[src/rtl/std_dcache_flush_ctrl_pkg.sv]
// Shared types for the L1 dcache flush sequencer.
// Cache geometry, SRAM line/byte-enable layout, FSM states, write-back bundle.
package std_dcache_flush_ctrl_pkg;

  localparam int unsigned DC_WAYS      = 8;
  localparam int unsigned DC_INDEX_W   = 12;
  localparam int unsigned DC_OFFSET_W  = 4;
  localparam int unsigned DC_TAG_W     = 44;
  localparam int unsigned DC_LINE_W    = 128;
  localparam int unsigned DC_WB_ADDR_W = 56;

  typedef struct packed {
    logic [DC_TAG_W-1:0]  tag;
    logic [DC_LINE_W-1:0] data;
    logic                 valid;
    logic                 dirty;
  } cache_line_t;

  typedef struct packed {
    logic [(DC_TAG_W+7)/8-1:0] tag;
    logic [DC_LINE_W/8-1:0]    data;
    logic [DC_WAYS-1:0]        vldrty;
  } cl_be_t;

  typedef enum logic [2:0] {
    IDLE,
    READ,
    CAPTURE,
    WB,
    INVAL,
    DONE
  } flush_state_e;

  typedef struct packed {
    logic [DC_WB_ADDR_W-1:0] addr;
    logic [DC_LINE_W-1:0]    data;
  } wb_req_t;

endpackage

[src/rtl/std_dcache_flush_ctrl_if.sv]
// SRAM arbitration port plus line write-back channel of the flush sequencer.
// master: the sequencer (req/we/addr/be/wdata, wb_*), slave: SRAM side + WB sink.
interface std_dcache_flush_ctrl_if;
  import std_dcache_flush_ctrl_pkg::*;

  logic [DC_WAYS-1:0]       req_o;
  logic [DC_INDEX_W-1:0]    addr_o;
  logic                     gnt_i;
  logic                     we_o;
  cl_be_t                   be_o;
  cache_line_t              wdata_o;
  cache_line_t [DC_WAYS-1:0] rdata_i;

  logic                     wb_valid_o;
  logic                     wb_ready_i;
  logic [DC_WB_ADDR_W-1:0]  wb_addr_o;
  logic [DC_LINE_W-1:0]     wb_data_o;

  modport master (
    output req_o, addr_o, we_o, be_o, wdata_o,
    output wb_valid_o, wb_addr_o, wb_data_o,
    input  gnt_i, rdata_i, wb_ready_i
  );

  modport slave (
    input  req_o, addr_o, we_o, be_o, wdata_o,
    input  wb_valid_o, wb_addr_o, wb_data_o,
    output gnt_i, rdata_i, wb_ready_i
  );

endinterface

[src/rtl/std_dcache_flush_ctrl_lzc.sv]
// Zero counter: index of first set bit from LSB (MODE=0) or MSB (MODE=1).
// in_i: vector, cnt_o: zero count, empty_o: no bit set.
module std_dcache_flush_ctrl_lzc #(
  parameter int unsigned WIDTH = 8,
  parameter bit          MODE  = 1'b0,
  localparam int unsigned CNT_W = (WIDTH > 1) ? $clog2(WIDTH) : 1
) (
  input  logic [WIDTH-1:0] in_i,
  output logic [CNT_W-1:0] cnt_o,
  output logic             empty_o
);

  logic found;

  // Scanning from the chosen end, the loop position of the first hit
  // equals the zero count for both modes.
  always_comb begin
    cnt_o = '0;
    found = 1'b0;
    for (int unsigned i = 0; i < WIDTH; i++) begin
      if (!found && in_i[MODE ? (WIDTH-1-i) : i]) begin
        cnt_o = CNT_W'(i);
        found = 1'b1;
      end
    end
    empty_o = !found;
  end

endmodule

[src/rtl/std_dcache_flush_ctrl.sv]
// Walks every dcache set on flush: read ways, write back dirty lines, invalidate.
// clk_i/rst_i, flush_i/flush_ack_o/busy_o, bus: SRAM requester + write-back channel.
module std_dcache_flush_ctrl
  import std_dcache_flush_ctrl_pkg::*;
#(
  parameter int unsigned DCACHE_SET_ASSOC   = DC_WAYS,
  parameter int unsigned DCACHE_INDEX_WIDTH = DC_INDEX_W,
  parameter int unsigned DCACHE_BYTE_OFFSET = DC_OFFSET_W,
  parameter int unsigned DCACHE_TAG_WIDTH   = DC_TAG_W,
  parameter int unsigned DCACHE_LINE_WIDTH  = DC_LINE_W
) (
  input  logic clk_i,
  input  logic rst_i,
  input  logic flush_i,
  output logic flush_ack_o,
  output logic busy_o,
  std_dcache_flush_ctrl_if.master bus
);

  localparam int unsigned SET_W = DCACHE_INDEX_WIDTH - DCACHE_BYTE_OFFSET;
  localparam int unsigned WAY_W = (DCACHE_SET_ASSOC > 1) ? $clog2(DCACHE_SET_ASSOC) : 1;

  flush_state_e state_q, state_d;

  logic [SET_W-1:0]            set_cnt_q, set_cnt_d;
  logic [DCACHE_SET_ASSOC-1:0] pend_q, pend_d;

  logic [DCACHE_SET_ASSOC-1:0][DCACHE_TAG_WIDTH-1:0]  tag_q;
  logic [DCACHE_SET_ASSOC-1:0][DCACHE_LINE_WIDTH-1:0] data_q;

  logic                          cap_en;
  logic [DCACHE_SET_ASSOC-1:0]   cap_mask;
  logic [WAY_W-1:0]              way;
  logic                          pend_empty;
  logic [DCACHE_SET_ASSOC-1:0]   way_oh;
  logic [DCACHE_SET_ASSOC-1:0]   pend_left;
  logic [DCACHE_INDEX_WIDTH-1:0] set_addr;
  wb_req_t                       wb_req;

  std_dcache_flush_ctrl_lzc #(
    .WIDTH (DCACHE_SET_ASSOC),
    .MODE  (1'b0)
  ) i_lzc (
    .in_i    (pend_q),
    .cnt_o   (way),
    .empty_o (pend_empty)
  );

  assign way_oh    = DCACHE_SET_ASSOC'(1) << way;
  assign pend_left = pend_q & ~way_oh;
  assign set_addr  = {set_cnt_q, {DCACHE_BYTE_OFFSET{1'b0}}};

  always_comb begin
    cap_mask = '0;
    for (int unsigned w = 0; w < DCACHE_SET_ASSOC; w++) begin
      cap_mask[w] = bus.rdata_i[w].valid & bus.rdata_i[w].dirty;
    end
  end

  always_comb begin
    state_d   = state_q;
    set_cnt_d = set_cnt_q;
    pend_d    = pend_q;
    cap_en    = 1'b0;

    bus.req_o      = '0;
    bus.addr_o     = '0;
    bus.we_o       = 1'b0;
    bus.be_o       = '0;
    bus.wdata_o    = '0;
    bus.wb_valid_o = 1'b0;
    wb_req         = '0;
    flush_ack_o    = 1'b0;
    busy_o         = (state_q != IDLE);

    unique case (state_q)
      IDLE: begin
        if (flush_i) begin
          set_cnt_d = '0;
          state_d   = READ;
        end
      end

      READ: begin
        bus.req_o  = '1;
        bus.addr_o = set_addr;
        if (bus.gnt_i) state_d = CAPTURE;
      end

      CAPTURE: begin
        cap_en  = 1'b1;
        pend_d  = cap_mask;
        state_d = (cap_mask == '0) ? INVAL : WB;
      end

      WB: begin
        if (pend_empty) begin
          state_d = INVAL;
        end else begin
          bus.wb_valid_o = 1'b1;
          wb_req.addr = DC_WB_ADDR_W'({tag_q[way], set_cnt_q,
                                       {DCACHE_BYTE_OFFSET{1'b0}}});
          wb_req.data = data_q[way];
          if (bus.wb_ready_i) begin
            pend_d = pend_left;
            if (pend_left == '0) state_d = INVAL;
          end
        end
      end

      INVAL: begin
        bus.req_o            = '1;
        bus.addr_o           = set_addr;
        bus.we_o             = 1'b1;
        bus.be_o.vldrty      = '1;
        if (bus.gnt_i) begin
          if (set_cnt_q == '1) begin
            state_d = DONE;
          end else begin
            set_cnt_d = set_cnt_q + 1'b1;
            state_d   = READ;
          end
        end
      end

      DONE: begin
        flush_ack_o = 1'b1;
        state_d     = IDLE;
      end

      default: state_d = IDLE;
    endcase
  end

  assign bus.wb_addr_o = wb_req.addr;
  assign bus.wb_data_o = wb_req.data;

  always_ff @(posedge clk_i or posedge rst_i) begin
    if (rst_i) begin
      state_q   <= IDLE;
      set_cnt_q <= '0;
      pend_q    <= '0;
    end else begin
      state_q   <= state_d;
      set_cnt_q <= set_cnt_d;
      pend_q    <= pend_d;
    end
  end

  // Line snapshot taken in CAPTURE; the SRAM read port is free afterwards.
  always_ff @(posedge clk_i or posedge rst_i) begin
    if (rst_i) begin
      tag_q  <= '0;
      data_q <= '0;
    end else if (cap_en) begin
      for (int unsigned w = 0; w < DCACHE_SET_ASSOC; w++) begin
        tag_q[w]  <= bus.rdata_i[w].tag;
        data_q[w] <= bus.rdata_i[w].data;
      end
    end
  end

endmodule

[src/flat_wrapper.sv]
// flat-port wrapper written by rule: the top's interface ports become plain ports
module std_dcache_flush_ctrl_flat import std_dcache_flush_ctrl_pkg::*;
#(
  parameter int unsigned DCACHE_SET_ASSOC   = DC_WAYS,
  parameter int unsigned DCACHE_INDEX_WIDTH = DC_INDEX_W,
  parameter int unsigned DCACHE_BYTE_OFFSET = DC_OFFSET_W,
  parameter int unsigned DCACHE_TAG_WIDTH   = DC_TAG_W,
  parameter int unsigned DCACHE_LINE_WIDTH  = DC_LINE_W
)
  (clk_i, rst_i, flush_i, flush_ack_o, busy_o, bus_req_o, bus_addr_o, bus_we_o, bus_be_o, bus_wdata_o, bus_wb_valid_o, bus_wb_addr_o, bus_wb_data_o, bus_gnt_i, bus_rdata_i, bus_wb_ready_i);
  std_dcache_flush_ctrl_if bus_i ();
  input  logic clk_i;
  input  logic rst_i;
  input  logic flush_i;
  output logic flush_ack_o;
  output logic busy_o;
  output wire logic [$bits(bus_i.req_o)-1:0] bus_req_o;
  output wire logic [$bits(bus_i.addr_o)-1:0] bus_addr_o;
  output wire logic [$bits(bus_i.we_o)-1:0] bus_we_o;
  output wire logic [$bits(bus_i.be_o)-1:0] bus_be_o;
  output wire logic [$bits(bus_i.wdata_o)-1:0] bus_wdata_o;
  output wire logic [$bits(bus_i.wb_valid_o)-1:0] bus_wb_valid_o;
  output wire logic [$bits(bus_i.wb_addr_o)-1:0] bus_wb_addr_o;
  output wire logic [$bits(bus_i.wb_data_o)-1:0] bus_wb_data_o;
  input wire logic [$bits(bus_i.gnt_i)-1:0] bus_gnt_i;
  input wire logic [$bits(bus_i.rdata_i)-1:0] bus_rdata_i;
  input wire logic [$bits(bus_i.wb_ready_i)-1:0] bus_wb_ready_i;
  assign bus_req_o = bus_i.req_o;
  assign bus_addr_o = bus_i.addr_o;
  assign bus_we_o = bus_i.we_o;
  assign bus_be_o = bus_i.be_o;
  assign bus_wdata_o = bus_i.wdata_o;
  assign bus_wb_valid_o = bus_i.wb_valid_o;
  assign bus_wb_addr_o = bus_i.wb_addr_o;
  assign bus_wb_data_o = bus_i.wb_data_o;
  assign bus_i.gnt_i = bus_gnt_i;
  assign bus_i.rdata_i = bus_rdata_i;
  assign bus_i.wb_ready_i = bus_wb_ready_i;
  std_dcache_flush_ctrl #(.DCACHE_SET_ASSOC(DCACHE_SET_ASSOC), .DCACHE_INDEX_WIDTH(DCACHE_INDEX_WIDTH), .DCACHE_BYTE_OFFSET(DCACHE_BYTE_OFFSET), .DCACHE_TAG_WIDTH(DCACHE_TAG_WIDTH), .DCACHE_LINE_WIDTH(DCACHE_LINE_WIDTH)) u_core (.clk_i(clk_i), .rst_i(rst_i), .flush_i(flush_i), .flush_ack_o(flush_ack_o), .busy_o(busy_o), .bus(bus_i));
endmodule
[config.mk]
export PLATFORM = sky130hd
export DESIGN_NAME = std_dcache_flush_ctrl_flat
export DESIGN_NICKNAME = d
export VERILOG_FILES = /design/src/rtl/std_dcache_flush_ctrl_pkg.sv /design/src/rtl/std_dcache_flush_ctrl_if.sv /design/src/rtl/std_dcache_flush_ctrl_lzc.sv /design/src/rtl/std_dcache_flush_ctrl.sv /design/src/flat_wrapper.sv
export SDC_FILE = /design/constraint.sdc
export NUM_CORES = 2
export LEC_CHECK = 0
export BUFFER_PORTS_ARGS = -buffer_cell sky130_fd_sc_hd__buf_2
export CAP_MARGIN = 20
export CORE_AREA = 2 2 712 714
export CTS_BUF_LIST = sky130_fd_sc_hd__clkbuf_2
export DETAILED_ROUTE_END_ITERATION = 7
export DIE_AREA = 0 0 714 716
export PLACE_DENSITY = 0.33
export SKIP_LAST_GASP = 1
export SYNTH_ARGS = -nofsm -noshare
export SYNTH_HDL_FRONTEND = slang
export SYNTH_SLANG_ARGS = --single-unit
export TNS_END_PERCENT = 10
[constraint.sdc]
create_clock -name clk_i -period 38 [get_ports clk_i]
set_input_delay 1.9 -clock clk_i [delete_from_list [all_inputs] [get_ports clk_i]]
set_output_delay 1.9 -clock clk_i [all_outputs]
set_load 0.05 [all_outputs]
; Word-level counts from Yosys, hierarchy flattened
; Cells that the tools add are included.
[word_totals]
register_bits = 1395
inputBits = 1397
out_inout_bits = 412
wordCells = 115
[op_classes]
addsub = 1
n_lt_le_gt_ge = 1
eq_ne = 14
shift = 1
n_mux = 45
bitwise_logic = 10
reduce_logical = 24
[op_table]
columns = operator, count
row1 = 128-bit binary-select mux with 3-bit select, 1
row2 = 184-bit two-way mux, 2
row3 = 44-bit binary-select mux with 3-bit select, 1
row4 = 128-bit two-way mux, 1
row5 = 8-bit two-way mux, 7
row6 = 44-bit two-way mux, 1
row7 = 3-bit two-way mux, 14
row8 = 8-bit one-hot mux with 2 select lines, 2
row9 = 8-bit logical NOT, 2
row10 = 3-bit one-hot mux with 5 select lines, 1
row11 = 1-bit two-way mux, 14
row12 = 12-bit two-way mux, 1
row13 = 2-bit inequality test (second input constant), 6
row14 = 8-bit by 1-bit adder with 8-bit output (second input constant), 1
row15 = 1-bit bitwise AND, 8
row16 = 8-bit bitwise AND, 1
row17 = 8-bit == test (second input constant), 1
row18 = 8-bit NOT, 1
row19 = 1-bit by 3-bit left shift with 8-bit output (first input constant), 1
row20 = 1-bit logical AND, 7
row21 = 1-bit logical NOT, 7
row22 = 3-bit by 2-bit == test with 1-bit output (second input constant), 2
row23 = 3-bit == test (second input constant), 2
row24 = 5-bit AND reduction, 1
row25 = other kinds (10), 11

; Depth between registers and ports, before layout
[depth]
word_depth = 30
ltp_mapped = 9
depth_no_buf = 6

; Cells and area by module
; A second synthesis with hierarchy kept.
[hier_totals]
cells_unflattened = 7016
area_unflattened_um2 = 65680.5
[by_module_without_submodules]
columns = module, n_inst, cells_each, area_per_inst_um2, seq_area_each_um2
row1 = std_dcache_flush_ctrl, 1, 7000, 65592.9, 34908.5
row2 = std_dcache_flush_ctrl_lzc, 1, 16, 87.6, 0.0

; Worst setup path before layout
; No wires, ideal clock.
[synth_path]
path_type = register -> output
startpoint = reg u_core.pend_q[0]
endpoint = out bus_wb_addr_o[45]
arrival_ps = 2732
required_ps = 36100
slack_ps = 33368
stages_incl_launch_ff = 7
n_path_buf = 2
path_cell_list = dfrtp_1 -> or4_4 -> or3_4 -> nand3b_4 -> buf_6 -> clkbuf_1 -> o2111ai_1
[synth_between]
elab_chain_cells = 26
elab_cells_between_ends = 33
classes_between = mux (19) / reduce/logical (14)
[synth_lines]
columns = element, line_no
row1 = from (decl), std_dcache_flush_ctrl.sv:26  ; logic [DCACHE_SET_ASSOC-1:0] pend_q, pend_d;
row2 = from (signal assigned), std_dcache_flush_ctrl.sv:146  ; pend_q <= pend_d;
row3 = 1-bit two-way mux (*), std_dcache_flush_ctrl_lzc.sv:21  ; if (!found && in_i[MODE ? (WIDTH-1-i) : i]) begin
row4 = 1-bit logical NOT, std_dcache_flush_ctrl_lzc.sv:21
row5 = 1-bit logical AND, std_dcache_flush_ctrl_lzc.sv:21
row6 = 1-bit two-way mux, std_dcache_flush_ctrl_lzc.sv:21
row7 = 1-bit logical NOT, std_dcache_flush_ctrl_lzc.sv:21
row8 = 1-bit logical AND, std_dcache_flush_ctrl_lzc.sv:21
row9 = 1-bit two-way mux, std_dcache_flush_ctrl_lzc.sv:21
row10 = 1-bit logical NOT, std_dcache_flush_ctrl_lzc.sv:21
row11 = (+10 left out), --
row12 = 1-bit two-way mux, std_dcache_flush_ctrl_lzc.sv:21
row13 = 1-bit logical NOT, std_dcache_flush_ctrl_lzc.sv:21
row14 = 1-bit logical AND, std_dcache_flush_ctrl_lzc.sv:21
row15 = 3-bit two-way mux, std_dcache_flush_ctrl_lzc.sv:21
row16 = 44-bit binary-select mux with 3-bit select, std_dcache_flush_ctrl.sv:101  ; wb_req.addr = DC_WB_ADDR_W'({tag_q[way], set_cnt_q,
row17 = 44-bit two-way mux (not written as such), std_dcache_flush_ctrl.sv:101
row18 = 184-bit two-way mux (*), std_dcache_flush_ctrl.sv:97  ; if (pend_empty) begin
row19 = 184-bit two-way mux (*), std_dcache_flush_ctrl.sv:76  ; unique case (state_q)
row20 = to (decl), flat_wrapper.sv:23  ; output wire logic [$bits(bus_i.wb_addr_o)-1:0] bus_wb_addr_o;
; Every way passes the cells marked *; elsewhere a longest branch is shown, timed or not. The select of a mux whose other input is x is not followed.

; Worst setup path in the final report
[layout_path]
startpoint = reg u_core.pend_q[7]
endpoint = out bus_wb_data_o[13]
[layout_between]
elab_chain_cells = 6
elab_cells_between_ends = 7
classes_between = mux (6) / reduce/logical (1)
[layout_lines]
columns = element, line_no
row1 = 1-bit logical AND (*), std_dcache_flush_ctrl_lzc.sv:21
row2 = 3-bit two-way mux, std_dcache_flush_ctrl_lzc.sv:21
row3 = 128-bit binary-select mux with 3-bit select, std_dcache_flush_ctrl.sv:103  ; wb_req.data = data_q[way];
row4 = 128-bit two-way mux (not written as such), std_dcache_flush_ctrl.sv:103
row5 = 184-bit two-way mux (*), std_dcache_flush_ctrl.sv:97
row6 = 184-bit two-way mux (*), std_dcache_flush_ctrl.sv:76
row7 = to (decl), flat_wrapper.sv:24  ; output wire logic [$bits(bus_i.wb_data_o)-1:0] bus_wb_data_o;
; Marked as above.

==> metrics.txt <==
DP HPWL 330000 µm; CTS tree built; RSZ-0062 raised after global routing false; arrival time of the worst setup path 7180 ps; share of layout cells above drive strength 1 21.2%; initial antenna violation count 164; status completed; Hold EP u_core.data_q[1001]$_DFFE_PP0P_; gr usage total 16.6%; Area Overhead vs Synth 47.0%; Max clock buf depth 4; CTS clk-pin slew, worst paths 90 ps; hold_sp u_core.data_q[1001]$_DFFE_PP0P_; FMAX 110 MHz; Placement Rows 261; Max Cap Viol 0; min-delay worst type reg -> reg; element type at the critical path end output port; Post-Route Skew 437 ps; Setup-failing EPs final 0; initial DRC count 4933; Die ar. 511000 µm²; Critical Path RT 36100 ps; Max H-tree Level 5; clock sinks 1395; Slew Limit Fails 0; FF-to-FF End u_core.data_q[131]$_DFFE_PP0P_; Routed Antenna Nets 0; VDD IR max 0.0000993 V; Final Hold Violating Endpoints 0; sequential-to-total area share from yosys stat 51.0%; crit path time final 9080 ps; PwrDens 78.3 nW/µm²; worst r2r src u_core.state_q[0]$_DFFE_PP0P_; Via-to-Cell Ratio 3.89; CP Class reg -> out; Yosys reg bits 1395; setup TNS 0 ps; Core Util, Final 20.0%; Fillers 57055; count leader, synth nand2_1; Synth area leaders dfrtp_1 (51%), nand2_1 (23%), o21ai_0 (3.9%), a21o_1 (3.8%), clkbuf_1 (3.0%); chip width 714 µm; most frequent cells after synthesis nand2_1 (4144), dfrtp_1 (1395), clkbuf_1 (538); Setup Slack @ Placement 30750 ps; worst r2r path cells 7; CTS buffer count 434; Unique masters post-synth 47; Synth Area per Inst 8.13 µm²; final wirelength 445000 µm; number of port buffers 1604; total number of vias 71554; top cell type's share of synthesized area 51.0%; Post-Syn Instances 8420; largest net degree at the start of global routing 196; total gr overflow 0; EDFF count, synth 0; length of the first detailed-routing pass in iterations 8; crit-path max FO 67; core footprint 504000 µm²; first-pass GRT wire length 601000 µm; root buf cell clkbuf_2; DRC 0; Initial Utilization 13.6%; io pins 1809; main flop type after synthesis dfrtp_1; Placer Congestion 0.847; Final nets 12739; Hold Slack 470 ps; fin crit share 23.9%; slew margin rel. 18.2%; Clock Latency Late Sink 2150 ps; area leader, netlist dfrtp_1; Post-Syn Area 68400 µm²; Startpoint Class flip-flop; post-route worst setup slack 28920 ps; leakage 50.3 nW; drt wl/cell 24.2 µm; flop2flop setup slack 33040 ps; worst slew pin tran 1230 ps; vias in the first global route 73960; WHS Path Cells 2; Warnings, synthesis 0; FFs w/ async S/R, synth 100%; Die H 716 µm
[cell families after synthesis]
kind of cell	count (synthesis)	share of synthesized area, %
AOI/OAI and AO/OA	1246	12.8
xor gates and xnor gates	6	0.0768
adders and majority gates	2	0.0329
buffers and inverters	861	6.14
DFF	1395	51.0
muxes	175	2.56
other	1	0.00548
and+or+nand+nor	4734	27.4
[critical path, cell delays in order (launching register included)]
cell,delay (ps)
dfrtp_1,410
nor2_1,110
o31ai_4,220
buf_4,550
buf_4,430
buf_4,660
buf_4,680
a21boi_0,190
o21ai_0,560
o2111ai_1,600
buf_2,400
[placed cells by master (no fill, tap or decap), types with 17 or more instances in the layout]
| cell | count |
|---|---|
| conb_1 | 204 |
| dlygate4sd3_1 | 1408 |
| o21ai_0 | 533 |
| nand3_1 | 348 |
| buf_12 | 17 |
| a21o_1 | 345 |
| buf_2 | 1604 |
| dfrtp_1 | 1395 |
| nand2_1 | 4143 |
| a21boi_0 | 172 |
| diode_2 | 66 |
| buf_4 | 105 |
| mux2i_1 | 174 |
| o2111ai_2 | 80 |
| and3_1 | 174 |
| o2111ai_1 | 92 |
| clkbuf_2 | 607 |
| clkinv_1 | 81 |
| nor2_1 | 23 |
[worst max-delay path by stage]
stage | depth (start not counted) | slack (ps) | start | endpoint
finish | 10 | 28920 | u_core.pend_q[7]$_DFFE_PP0P_ | bus_wb_data_o[13]
global route | 10 | 28010 | u_core.pend_q[7]$_DFFE_PP0P_ | bus_wb_data_o[13]
CTS | 10 | 28090 | u_core.pend_q[7]$_DFFE_PP0P_ | bus_wb_data_o[13]
detailed placement | 9 | 30750 | u_core.pend_q[4]$_DFFE_PP0P_ | bus_wb_data_o[13]
global placement | 9 | 30750 | u_core.pend_q[4]$_DFFE_PP0P_ | bus_wb_data_o[13]
floorplan | 1 | 16800 | rst_i | u_core.data_q[0]$_DFFE_PP0P_
[per-stage QoR]
step	total power [mW]	std cells	area [µm²]
global placement	6.56	16200	82600
global route	8.50	18361	100000
floorplan	5.01	8623	69200
finish	7.88	18402	101000
CTS	8.02	18335	100000
detailed placement	6.56	16202	82600
[final cells by class]
cell class	instances	area, µm²	area share (%)
flip-flops and latches	1395	34900	34.7
diodes	66	165	0.164
multi-input cells	6367	30100	30.0
well taps	6706	8390	8.34
repair buffers	3135	23300	23.1
inverters	8	33.8	0.0336
clock inverters	118	642	0.638
clock buffers	607	3040	3.02
[sequential cells by signal, indices dropped and copies added, names as in the netlist]
| name | flops |
|---|---|
| u_core.data_q | 1024 |
| u_core.pend_q | 8 |
| u_core.set_cnt_q | 8 |
| u_core.state_q | 3 |
| u_core.tag_q | 352 |
[layer usage]
| layer | GRT usage (%) | up-vias | share of wire (%) |
|---|---|---|---|
| met4 | 5.94 | 40 | 3.9 |
| met2 | 26.6 | 2369 | 45 |
| met1 | 22.2 | 35346 | 45 |
| met3 | 3.25 | 781 | 5.6 |
| li1 | - | 33018 | - |
| met5 | 0 | - | 0.057 |
[power by group]
part	total (mW)	switching, mW	internal (mW)	leakage, nW
Sequential	2.76	0.551	2.21	17.3
Clock	1.25	0.796	0.456	2.83
Combinational	3.87	2.78	1.09	30.2
[timing repair]
action	in CTS	in global routing
hold endpoints to repair	1408	0
resized for setup	0	0
buffers inserted	0	0
hold buffers	1408	0
Power figures use the tool's default switching activity.
